--- src/rtl/io_key_port.sv ---
// Debounced push-button / slide-switch event port behind a 4-word CPU IO window.
// Each debounced toggle of the 13 sources is queued as a 16-bit event in a small FIFO.

module io_key_port #(
  parameter logic [15:0] BASE_ADDR       = 16'hFF10,
  parameter int unsigned DEBOUNCE_CYCLES = 250000,
  parameter int unsigned FIFO_DEPTH      = 8
) (
  input  logic        CLOCK_50,
  input  logic        reset,
  input  logic [3:0]  keys_in,
  input  logic [9:0]  sw_in,
  input  logic [15:0] raddr,
  input  logic        rd_en,
  input  logic [15:0] waddr,
  input  logic [15:0] wdata,
  input  logic        wenable,
  output logic [15:0] rdata,
  output logic        irq
);

  localparam int CW = (DEBOUNCE_CYCLES > 1) ? $clog2(DEBOUNCE_CYCLES) : 1;
  localparam int PW = (FIFO_DEPTH > 1) ? $clog2(FIFO_DEPTH) : 1;
  localparam logic [CW-1:0] TICK_LAST = CW'(DEBOUNCE_CYCLES - 1);
  localparam logic [PW-1:0] PTR_LAST  = PW'(FIFO_DEPTH - 1);
  localparam logic [3:0]    DEPTH4    = 4'(FIFO_DEPTH);

  localparam logic [15:0] ADDR_STATUS = BASE_ADDR;
  localparam logic [15:0] ADDR_EVENT  = BASE_ADDR + 16'd1;
  localparam logic [15:0] ADDR_LEVEL  = BASE_ADDR + 16'd2;

  // Sources 1-3 are the inverted keys, 4-13 the switches; 1 always means active.
  logic [13:1] raw_src;
  assign raw_src = {sw_in, ~keys_in[3:1]};

  logic unused_bits;
  assign unused_bits = ^{keys_in[0], wdata[15:4], wdata[1:0]};

  logic [13:1]   sync1_q, sync1_d, sync2_q, sync2_d;
  logic [13:1]   samp_q, samp_d, level_q, level_d, pend_q, pend_d;
  logic [CW-1:0] presc_q, presc_d;
  logic [PW-1:0] wr_ptr_q, wr_ptr_d, rd_ptr_q, rd_ptr_d;
  logic [3:0]    count_q, count_d;
  logic          ovf_q, ovf_d;
  logic [15:0]   rdata_q, rdata_d;
  logic [5:0]    mem_q [FIFO_DEPTH];

  logic        tick, empty, full, pop, push, take, flush, ovf_clr, ovf_set;
  logic [13:1] toggle, enq_mask;
  logic [4:0]  enq_idx;
  logic        enq_lvl;
  logic [5:0]  head;

  // NOTE: every always_comb output gets a default first so no path can infer a latch.
  always_comb begin
    sync1_d = raw_src;
    sync2_d = sync1_q;
    tick    = (presc_q == TICK_LAST);
    presc_d = tick ? '0 : presc_q + CW'(1);
    samp_d  = tick ? sync2_q : samp_q;
    toggle  = tick ? (~(sync2_q ^ samp_q) & (sync2_q ^ level_q)) : '0;
    level_d = level_q ^ toggle;
  end

  // Lowest pending index wins: scan downward so the last hit is the smallest.
  always_comb begin
    enq_idx  = '0;
    enq_lvl  = 1'b0;
    enq_mask = '0;
    for (int i = 13; i >= 1; i--) begin
      if (pend_q[i]) begin
        enq_idx     = 5'(i);
        enq_lvl     = level_q[i];
        enq_mask    = '0;
        enq_mask[i] = 1'b1;
      end
    end
  end

  always_comb begin
    head    = mem_q[rd_ptr_q];
    empty   = (count_q == 4'd0);
    full    = (count_q == DEPTH4);
    flush   = wenable && (waddr == ADDR_STATUS) && wdata[3];
    ovf_clr = wenable && (waddr == ADDR_STATUS) && wdata[2];
    pop     = rd_en && (raddr == ADDR_EVENT) && !empty;
    // A flush holds off the enqueue so the pending bit survives the flush.
    take    = (|pend_q) && !flush;
    push    = take && (!full || pop);
    ovf_set = take && full && !pop;
    ovf_d   = ovf_set || (ovf_q && !ovf_clr);
    pend_d  = (pend_q & ~(take ? enq_mask : '0)) | toggle;

    wr_ptr_d = wr_ptr_q;
    rd_ptr_d = rd_ptr_q;
    count_d  = count_q;
    if (flush) begin
      wr_ptr_d = '0;
      rd_ptr_d = '0;
      count_d  = 4'd0;
    end else begin
      if (push) wr_ptr_d = (wr_ptr_q == PTR_LAST) ? '0 : wr_ptr_q + PW'(1);
      if (pop)  rd_ptr_d = (rd_ptr_q == PTR_LAST) ? '0 : rd_ptr_q + PW'(1);
      case ({push, pop})
        2'b10:   count_d = count_q + 4'd1;
        2'b01:   count_d = count_q - 4'd1;
        default: count_d = count_q;
      endcase
    end

    rdata_d = 16'h0000;
    if (rd_en) begin
      if (raddr == ADDR_STATUS)
        rdata_d = {8'h00, count_q, 1'b0, ovf_q, full, !empty};
      else if (raddr == ADDR_EVENT && !empty)
        rdata_d = {head[5], 10'b0, head[4:0]};
      else if (raddr == ADDR_LEVEL)
        rdata_d = {2'b00, level_q, 1'b0};
    end
  end

  always_ff @(posedge CLOCK_50) begin
    if (!reset) begin
      sync1_q  <= '0;
      sync2_q  <= '0;
      samp_q   <= '0;
      level_q  <= '0;
      pend_q   <= '0;
      presc_q  <= '0;
      wr_ptr_q <= '0;
      rd_ptr_q <= '0;
      count_q  <= 4'd0;
      ovf_q    <= 1'b0;
      rdata_q  <= 16'h0000;
    end else begin
      sync1_q  <= sync1_d;
      sync2_q  <= sync2_d;
      samp_q   <= samp_d;
      level_q  <= level_d;
      pend_q   <= pend_d;
      presc_q  <= presc_d;
      wr_ptr_q <= wr_ptr_d;
      rd_ptr_q <= rd_ptr_d;
      count_q  <= count_d;
      ovf_q    <= ovf_d;
      rdata_q  <= rdata_d;
    end
  end

  // NOTE: the entry storage is not reset; count and pointers gate every read of it.
  always_ff @(posedge CLOCK_50) begin
    if (push) mem_q[wr_ptr_q] <= {enq_lvl, enq_idx};
  end

  assign rdata = rdata_q;
  assign irq   = !empty;

endmodule

--- config.mk ---
export PLATFORM = sky130hd
export DESIGN_NAME = io_key_port
export DESIGN_NICKNAME = d
export VERILOG_FILES = /design/src/rtl/io_key_port.sv
export SDC_FILE = /design/constraint.sdc
export NUM_CORES = 1
export LEC_CHECK = 0
export BUFFER_PORTS_ARGS = -buffer_cell sky130_fd_sc_hd__buf_2
export CORE_ASPECT_RATIO = 0.7
export CORE_UTILIZATION = 30
export DETAILED_ROUTE_END_ITERATION = 10
export SYNTH_ARGS = -nofsm -noshare
export SYNTH_HDL_FRONTEND = slang
export SYNTH_SLANG_ARGS = --single-unit
--- constraint.sdc ---
create_clock -name CLOCK_50 -period 3.6 [get_ports CLOCK_50]
set_input_delay 0 -clock CLOCK_50 [delete_from_list [all_inputs] [get_ports CLOCK_50]]
set_output_delay 0 -clock CLOCK_50 [all_outputs]
set_load 0.005 [all_outputs]
==> results_dict.tcl <==
set metrics [dict create \
    worst_slack_ps 374 \
    syn_area_um2 6450 \
    slew_headroom_pct 38.1 \
    synth-edff-count 40 \
    crit_chain "or4_1 > nor3_1 > and2b_2 > o21ai_2 > inv_1 > ha_1 > a21o_2 > a21oi_1 > mux2i_4 > mux2_4" \
    clk_pin_slew_ps 60 \
    place_ws_ps 428 \
    grt_pass1_wl_um 23200 \
    finish.instance_area_um2 7800 \
    synth.avg_cell_area_um2 10.4 \
    synth.most_common_cell "dfxtp_1" \
    cp_num_buf_inv 1 \
    final_max_slew_viol_count 0 \
    syn2layout_area_growth_pct 21.0 \
    skew_ps 8.94 \
    die_area_um2 22100 \
    crit_family "simple AND/OR/NAND/NOR gates" \
    post_drt_wl_per_cell_um 14.1 \
    worst_pin_slew_ps 919 \
    antennaDiodeCount 0 \
    viasPerCell 4.77 \
    period_needed_ps 3230 \
    synth_top_area_share_pct 34.8 \
    max_cap_viol_count 0 \
    fin_cells 994 \
    port_buffers 66 \
    clock-root-buffer "clkbuf_16" \
    num-fill-cells 2087 \
    finalHoldViolCount 0 \
    yosys_most_used_dff "dfxtp_1" \
    synth_common_cells "112 x dfxtp_1, 63 x nor2_1, 59 x nand2_1" \
    cts_tree "done" \
    setup_viol 0 \
    hold-path-cell-count 2 \
    p_leak_nw 2.93 \
    seq_area_frac_synth_pct 53.4 \
    r2r_slack_ps 370 \
    rsz0062_at_grt "no" \
    finalCritPeriodShare_pct 89.6 \
    vias 4743 \
    hp-start "reset" \
    cp.required_ps 3910 \
    placed_area_um2 7110 \
    vdd_drop_max_mv 0.294 \
    route.detailed.drc 0 \
    synth_nets 691 \
    rows 44 \
    cts_buffers 17 \
    gr-total-overflow 0 \
    r2r-start "pend_q[10]" \
    fin_tns_setup_ps 0 \
    synth_top_area_cell "dfxtp_1" \
    drt-initial-drc-count 428 \
    grt_max_degree 49 \
    yosysWarnings 0 \
    synth_async_sr_flop_share_pct 0 \
    slowest_stage "or4_1" \
    status "complete, no violations" \
    syn_inst 617 \
    drive_gt1_share_pct 19.9 \
    r2r_cells 10 \
    routed_wl_um 14000 \
    p_per_area_nw_per_um2 452 \
    ys_top_cells_by_area "dfxtp_1 35%, edfxtp_1 19%, and2_1 4.8%" \
    grt_pass1_vias 4506 \
    final_nets 779 \
    die_height_um 125 \
    die_w_um 177 \
    ios 83 \
    post_cts_buffers 0 \
    start_util_pct 30.8 \
    cts_htree_levels 4 \
    worstPathArrival_ps 3540 \
    crit_type "register to register" \
    hp-class "input port to register" \
    grtUsageTotal_pct 13.6 \
    clock.fmax_ghz 0.310 \
    dpl.cell_count 949 \
    antenna_found_initial 0 \
    ys_ff_latch 152 \
    holdPathEnd "samp_q[4]" \
    coreArea_um2 20900 \
    critical_path.endpoint_type "register" \
    critPathMaxFanout 9 \
    gp_congestion 0.786 \
    cpPeakStageDelay_ps 630 \
    synth.distinct_cells 68 \
    clk_path_buf_depth 2 \
    critical_path.startpoint_type "register" \
    hpwl_um 9950 \
    first_pass_iters 5 \
    cts_num_sinks 152 \
    r2r-end "count_q[3]" \
    ant_nets 0 \
    insertion_delay_ps 430 \
]
-- flip-flops by register name, summed over array words and instances (netlist names), named ones only --
name / count
rd_ptr_q: 3
rdata: 15
mem_q: 40
presc_q: 18
wr_ptr_q: 3
sync2_q: 13
samp_q: 13
sync1_q: 13
count_q: 4
ovf_q: 1
pend_q: 13
level_q: 13
-- routing by layer --
metal,wire [um],GRT usage (%),vias to the layer above
met3,818,3.79,13
met1,7590,20.2,2180
met2,5460,18.5,149
li1,-,-,2401
met4,155,4.72,0
met5,0,0,-
-- what timing repair did --
item | in CTS | in global routing
hold buffers | 13 | 0
hold endpoints to repair | 13 | 0
gates resized for setup | 0 | 0
-- layout by cell type (no fill, tap or decap), types with 7 or more instances in the layout --
cell,instances
a21boi_0,23
a21oi_1,23
a22oi_1,8
and2_1,49
buf_2,66
buf_4,12
clkbuf_16,17
dfxtp_1,112
dlygate4sd3_1,13
edfxtp_1,40
ha_1,7
inv_1,7
mux2i_1,9
mux4_2,10
nand2_1,59
nand3_1,14
nand4_1,10
nor2_1,63
nor2b_1,7
nor3_1,8
o21a_1,8
o21ai_0,39
xor2_1,12
-- area by class of cell --
class | instances | area [um2] | area share, %
clock buffers | 20 | 467 | 5.98
clock inverters | 12 | 92.6 | 1.19
flip-flops and latches | 152 | 3440 | 44.1
inverters | 7 | 26.3 | 0.337
multi-input cells | 436 | 2880 | 36.9
well taps | 276 | 345 | 4.43
repair buffers | 91 | 551 | 7.05
-- worst max path at each step --
stage               slack (ps)  depth (start not counted)         end        from
floorplan                  690                         10  count_q[3]  pend_q[10]
global placement           500                         10  count_q[3]  pend_q[10]
detailed placement         430                         10  count_q[3]  pend_q[10]
CTS                        390                         10  count_q[3]  pend_q[10]
global route               230                         10  count_q[3]  pend_q[10]
finish                     370                         10  count_q[3]  pend_q[10]
-- power breakdown --
part,total [mW],internal (mW),switching [mW]
combinational,0.0843,0.0465,0.0378
clock,1.67,0.945,0.725
sequential,1.77,1.76,0.00987
-- per-stage QoR --
stage / hold slack [ps] / total power [mW] / util [%]
floorplan: 71.6 / 1.84 / -
global placement: 161 / 1.88 / 34.0
detailed placement: 162 / 1.88 / 34.0
CTS: 2.33 / 3.57 / 37.3
global route: 23.2 / 3.66 / 37.3
finish: 7.92 / 3.52 / 37.3
-- worst register-to-register path, cell delays in order (launching register included) --
cell and delay (ps):
dfxtp_1 370, or4_1 630, nor3_1 280, and2b_2 250, o21ai_2 170, inv_1 130
ha_1 230, a21o_2 200, a21oi_1 270, mux2i_4 280, mux2_4 310
-- kinds of logic after synthesis --
| group | synth area share, % |
|---|---|
| mux | 5.47 |
| fa+ha+maj | 1.67 |
| xor+xnor | 2.17 |
| buf+inv | 2.08 |
| compound gates | 13.6 |
| other cells | 0.0582 |
| flops | 53.4 |
| simple gates | 21.5 |
Note: power is estimated with default switching activity, not from simulation.
